### src/rtl/ehl_rv_skid_if.sv
// ehl_rv_skid_if: valid/ready bundle for the ehl_rv_skid slice.
// Ports: in_valid/in_ready/data_in upstream, out_valid/out_ready/data_out downstream, occupancy.
interface ehl_rv_skid_if #(
    parameter int WIDTH = 8
);
    logic             in_valid;
    logic             in_ready;
    logic [WIDTH-1:0] data_in;
    logic             out_valid;
    logic             out_ready;
    logic [WIDTH-1:0] data_out;
    logic [1:0]       occupancy;

    modport master (
        output in_valid, data_in, out_ready,
        input  in_ready, out_valid, data_out, occupancy
    );

    modport slave (
        input  in_valid, data_in, out_ready,
        output in_ready, out_valid, data_out, occupancy
    );
endinterface

### src/rtl/ehl_rv_skid.sv
// ehl_rv_skid: two-entry valid/ready skid slice, or pure bypass when ENA=0.
// Ports: clk, reset_n (async active-low), bus (slave side of ehl_rv_skid_if).
module ehl_rv_skid #(
    parameter bit ENA   = 1'b1,
    parameter int WIDTH = 8
) (
    input logic         clk,
    input logic         reset_n,
    ehl_rv_skid_if.slave bus
);

    typedef enum logic [1:0] {
        EMPTY = 2'd0,
        BUSY  = 2'd1,
        FULL  = 2'd2
    } state_e;

    if (ENA) begin : g_slice
        state_e           state_q, state_d;
        logic             in_ready_q, in_ready_d;
        logic             out_valid_q, out_valid_d;
        logic [WIDTH-1:0] main_q, main_d;
        logic [WIDTH-1:0] skid_q, skid_d;

        always_ff @(posedge clk or negedge reset_n) begin
            if (!reset_n) begin
                state_q     <= EMPTY;
                in_ready_q  <= 1'b1;
                out_valid_q <= 1'b0;
            end else begin
                state_q     <= state_d;
                in_ready_q  <= in_ready_d;
                out_valid_q <= out_valid_d;
            end
        end

        // Payload registers carry no reset; they only matter once valid.
        always_ff @(posedge clk) begin
            main_q <= main_d;
            skid_q <= skid_d;
        end

        always_comb begin
            state_d = state_q;
            main_d  = main_q;
            skid_d  = skid_q;
            unique case (state_q)
                EMPTY: begin
                    if (bus.in_valid) begin
                        main_d  = bus.data_in;
                        state_d = BUSY;
                    end
                end
                BUSY: begin
                    if (bus.in_valid && bus.out_ready) begin
                        main_d = bus.data_in;
                    end else if (bus.in_valid) begin
                        skid_d  = bus.data_in;
                        state_d = FULL;
                    end else if (bus.out_ready) begin
                        state_d = EMPTY;
                    end
                end
                FULL: begin
                    if (bus.out_ready) begin
                        main_d  = skid_q;
                        state_d = BUSY;
                    end
                end
                default: state_d = EMPTY;
            endcase
            // Handshake outputs are precomputed so they leave straight from flops.
            in_ready_d  = (state_d != FULL);
            out_valid_d = (state_d != EMPTY);
        end

        assign bus.in_ready  = in_ready_q;
        assign bus.out_valid = out_valid_q;
        assign bus.data_out  = main_q;
        assign bus.occupancy = state_q;
    end else begin : g_bypass
        logic unused_clk_rst;
        assign unused_clk_rst = clk ^ reset_n;

        assign bus.out_valid = bus.in_valid;
        assign bus.data_out  = bus.data_in;
        assign bus.in_ready  = bus.out_ready;
        assign bus.occupancy = 2'd0;
    end

endmodule

### src/flat_wrapper.sv
// flat-port wrapper written by rule: the top's interface ports become plain ports
module ehl_rv_skid_flat 
#(
    parameter bit ENA   = 1'b1,
    parameter int WIDTH = 8
)
  (clk, reset_n, bus_in_valid, bus_data_in, bus_out_ready, bus_in_ready, bus_out_valid, bus_data_out, bus_occupancy);
  ehl_rv_skid_if #(.WIDTH(WIDTH)) bus_i ();
  input logic clk;
  input logic reset_n;
  input wire logic [$bits(bus_i.in_valid)-1:0] bus_in_valid;
  input wire logic [$bits(bus_i.data_in)-1:0] bus_data_in;
  input wire logic [$bits(bus_i.out_ready)-1:0] bus_out_ready;
  output wire logic [$bits(bus_i.in_ready)-1:0] bus_in_ready;
  output wire logic [$bits(bus_i.out_valid)-1:0] bus_out_valid;
  output wire logic [$bits(bus_i.data_out)-1:0] bus_data_out;
  output wire logic [$bits(bus_i.occupancy)-1:0] bus_occupancy;
  assign bus_i.in_valid = bus_in_valid;
  assign bus_i.data_in = bus_data_in;
  assign bus_i.out_ready = bus_out_ready;
  assign bus_in_ready = bus_i.in_ready;
  assign bus_out_valid = bus_i.out_valid;
  assign bus_data_out = bus_i.data_out;
  assign bus_occupancy = bus_i.occupancy;
  ehl_rv_skid #(.ENA(ENA), .WIDTH(WIDTH)) u_core (.clk(clk), .reset_n(reset_n), .bus(bus_i));
endmodule
### config.mk
export PLATFORM = sky130hd
export DESIGN_NAME = ehl_rv_skid_flat
export DESIGN_NICKNAME = d
export VERILOG_FILES = /design/src/rtl/ehl_rv_skid_if.sv /design/src/rtl/ehl_rv_skid.sv /design/src/flat_wrapper.sv
export SDC_FILE = /design/constraint.sdc
export NUM_CORES = 1
export LEC_CHECK = 0
export ABC_AREA = 1
export CAP_MARGIN = 20
export CELL_PAD_IN_SITES_DETAIL_PLACEMENT = 0
export CELL_PAD_IN_SITES_GLOBAL_PLACEMENT = 2
export CORE_ASPECT_RATIO = 1.4
export CORE_MARGIN = 2
export CORE_UTILIZATION = 25
export CTS_CLUSTER_DIAMETER = 30
export CTS_CLUSTER_SIZE = 8
export DETAILED_ROUTE_END_ITERATION = 8
export PLACE_DENSITY_LB_ADDON = 0.1
export SLEW_MARGIN = 30
export SYNTH_ARGS = -nofsm -noshare
export SYNTH_HDL_FRONTEND = slang
export SYNTH_SLANG_ARGS = --single-unit
### constraint.sdc
create_clock -name clk -period 1.34 [get_ports clk]
set_input_delay 0.134 -clock clk [delete_from_list [all_inputs] [get_ports clk]]
set_output_delay 0.134 -clock clk [all_outputs]
set_load 0.02 [all_outputs]
==> results.toml <==
[drt]
drt_pass1_iterations = 4
wl_um = 1530
drc_errors = 0
drtIter0Drc = 7
postRouteAntennaNets = 0
vias_per_cell = 4.02
routedWlPerCell_um = 11.6
vias = 527

[pwr]
leakagePower_uw = 0.000541
swShare_pct = 31.2
power.density_nw_per_um2 = 1930
p_int_uw = 1570
power.total_uw = 2280
power_switching_uw = 712
pwr-share-clk_pct = 26.0
ir_drop_mv = 0.865
p_seq_share_pct = 42.0
comb_power_share_pct = 31.9

[sta]
setup_tns_ps = 0
fin_skew_ps = 3.83
worst_pin_slew_ps = 232
fmax_mhz = 770
finalHoldViolCount = 0
final-max-slew-violation-count = 0
rsz0062_at_grt = "no"
period_minus_slack_ps = 1300
max-slew-margin-rel_pct = 84.5
period_share_pct = 96.9
setup_viol = 0

[clock_tree]
ctsLongestPathBuffers = 2
cts_tree = "built"
root_buffer = "clkbuf_8"
h-tree-depth = 1
cts-buffers-inserted = 3
cts_sinks = 20
hold_buffers = 0
clk-insertion-delay-late_ps = 250
clkTransAtPathRegs_ps = 80

[synthesis]
ys.flop_type = "edfxtp_1"
synth_cell_types = 12
synthSimpleGateAreaFrac_pct = 20.1
synth_compound_area_share_pct = 1.93
yosysWarningCount = 0
syn-instance-count = 64
syn_nets = 76
synth_top_area_share_pct = 61.8
yosys.cell_count.top_type = "nand2_1"
synth-xor-area-share_pct = 0
syn_area_sq_um = 777
synth_top_area_cell = "edfxtp_1"
ys_top_cells_by_count = "29 x nand2_1, 16 x edfxtp_1, 4 x nor2_1"
synth_top_family_by_area = "simple AND/OR/NAND/NOR gates"
synth_fa_ha_area_share_pct = 0
async_flop_share_pct = 20.0
synth_area_leaders = "edfxtp_1 62%, nand2_1 14%, dfrtp_1 9.7%"
synthMuxAreaShare_pct = 0
synth-seq-cells = 20
synth_edf_count = 16
ys_seq_area_share_pct = 74.9
synth.avg_cell_area_sq_um = 12.1

[min_path]
hold_path.class = "in2async"

[critical_path]
required_ps = 1210
crit_family = "buffers and inverters"
cp.arrival_ps = 1160
critPathLaunchType = "flip-flop"
worst-path-buf-inv = 1
worstPathMaxFanout = 1
path_class = "reg2out"
cp_slowest_cell = "clkdlybuf4s50_1"
slowest_delay_ps = 590
endpoint_kind = "primary output"
cp_cell_sequence = "clkdlybuf4s50_1"

[finish]
fill_cells = 298
final_nets = 107
areaGrowthSynthToFinish_pct = 51.9
antenna_cells = 0
drive_above_1_share_pct = 18.1

[place]
io_buffers = 23
place_hpwl_um = 1100
gp_congestion = 0.664

[floorplanning]
start_util_pct = 26.7
die_w_um = 51.1
die_area_sq_um = 3580
die_h_um = 70.0
rows = 23
ios = 24
core_sq_um = 2910

[global_routing]
grt_max_degree = 13
overflow = 0
grt_pass1_wl_um = 2430
grt_use_total_pct = 9.35
antenna_found_initial = 0
grt_pass1_vias = 530

[flow_run]
max_cap_viol_count = 0

[run_status]
status = "finished, final reports clean"
[power groups by stage]
stage | registers, uW | clock network [uW] | logic [uW]
after global routing | 975 | 640 | 793
after global placement | 980 | 0 | 788
after detailed placement | 978 | 0 | 782
after CTS | 964 | 619 | 753
final | 957 | 594 | 728
after floorplan | 1120 | 0 | 242
[layout by cell type, fill, tap and decap left out]
| cell | count |
|---|---|
| dfstp_2 | 1 |
| dfrtp_2 | 2 |
| a21oi_1 | 2 |
| dlymetal6s2s_1 | 7 |
| inv_2 | 1 |
| nand2_1 | 29 |
| clkbuf_8 | 3 |
| nand2_2 | 2 |
| dfrtp_1 | 1 |
| dlygate4sd2_1 | 4 |
| edfxtp_1 | 16 |
| nor2_8 | 1 |
| buf_4 | 2 |
| clkdlybuf4s50_1 | 12 |
| bufinv_16 | 1 |
| inv_4 | 1 |
| nor2_1 | 3 |
| o21ai_1 | 1 |
| buf_12 | 1 |
| inv_6 | 1 |
| inv_1 | 2 |
| nor2_2 | 1 |
[metal layers]
metal | wire length, um | global-route usage, % | vias to the layer above
met5 | 0 | 0 | -
met4 | 24 | 6.31 | 0
met3 | 94 | 1.50 | 2
met2 | 797 | 15.9 | 16
met1 | 609 | 10.3 | 243
li1 | - | - | 266
[layout make-up]
cell class              count  area [sq um]  area share [%]
clock buffers               3          41.3            3.50
clock inverters             1          30.0            2.55
inverters                   5          26.3            2.23
multi-input cells          39           174            14.7
flip-flops and latches     20           584            49.5
well taps                  37          46.3            3.92
repair buffers             26           278            23.5
[repair_timing]
item	CTS	global route
resized for setup	4	8
setup endpoints to repair	4	15
buffers inserted	0	0
[through the flow]
| stage | hold WS [ps] | worst slack (ps) | cell area, sq um | std cells | util (%) |
|---|---|---|---|---|---|
| final | 70.8 | 41.4 | 1180 | 131 | 40.6 |
| after global placement | 357 | -5.97 | 1090 | 127 | 37.6 |
| after CTS | 68.3 | 0.0344 | 1160 | 131 | 39.9 |
| after global routing | 68.6 | 1.21 | 1180 | 131 | 40.6 |
| after floorplan | -162 | 13.7 | 782 | 64 | - |
| after detailed placement | 353 | -4.00 | 1090 | 127 | 37.6 |
[sequential cells by signal, summed over array words and instances (netlist names)]
register               cells
u_core.g_slice.skid_q      8
u_core.bus.occupancy       2
u_core.bus.data_out        8
u_core.bus.in_ready        1
u_core.bus.out_valid       1
[cells by family (layout without fill, tap and decap cells)]
group / count (synthesis) / count (layout)
buffers and inverters: 5 / 35
AO/OA/AOI/OAI: 3 / 3
AND/OR/NAND/NOR: 36 / 36
flip-flops: 20 / 20
[worst paths after layout]
path                                                from                  endpoint  slack [ps]  cells after the start
worst max-delay path              u_core.bus.data_out[4]           bus_data_out[4]          40                      1
worst min-delay path                             reset_n      u_core.bus.out_valid          70                      1
worst max register to register   u_core.bus.occupancy[1]  u_core.g_slice.skid_q[6]          70                      4
worst min register to register  u_core.g_slice.skid_q[2]    u_core.bus.data_out[2]         520                      2
max in group asynchronous                        reset_n       u_core.bus.in_ready        1030                      1
min in group clk                           bus_out_ready       u_core.bus.in_ready         450                      3
No activity file was read; power rests on OpenSTA's default activity.
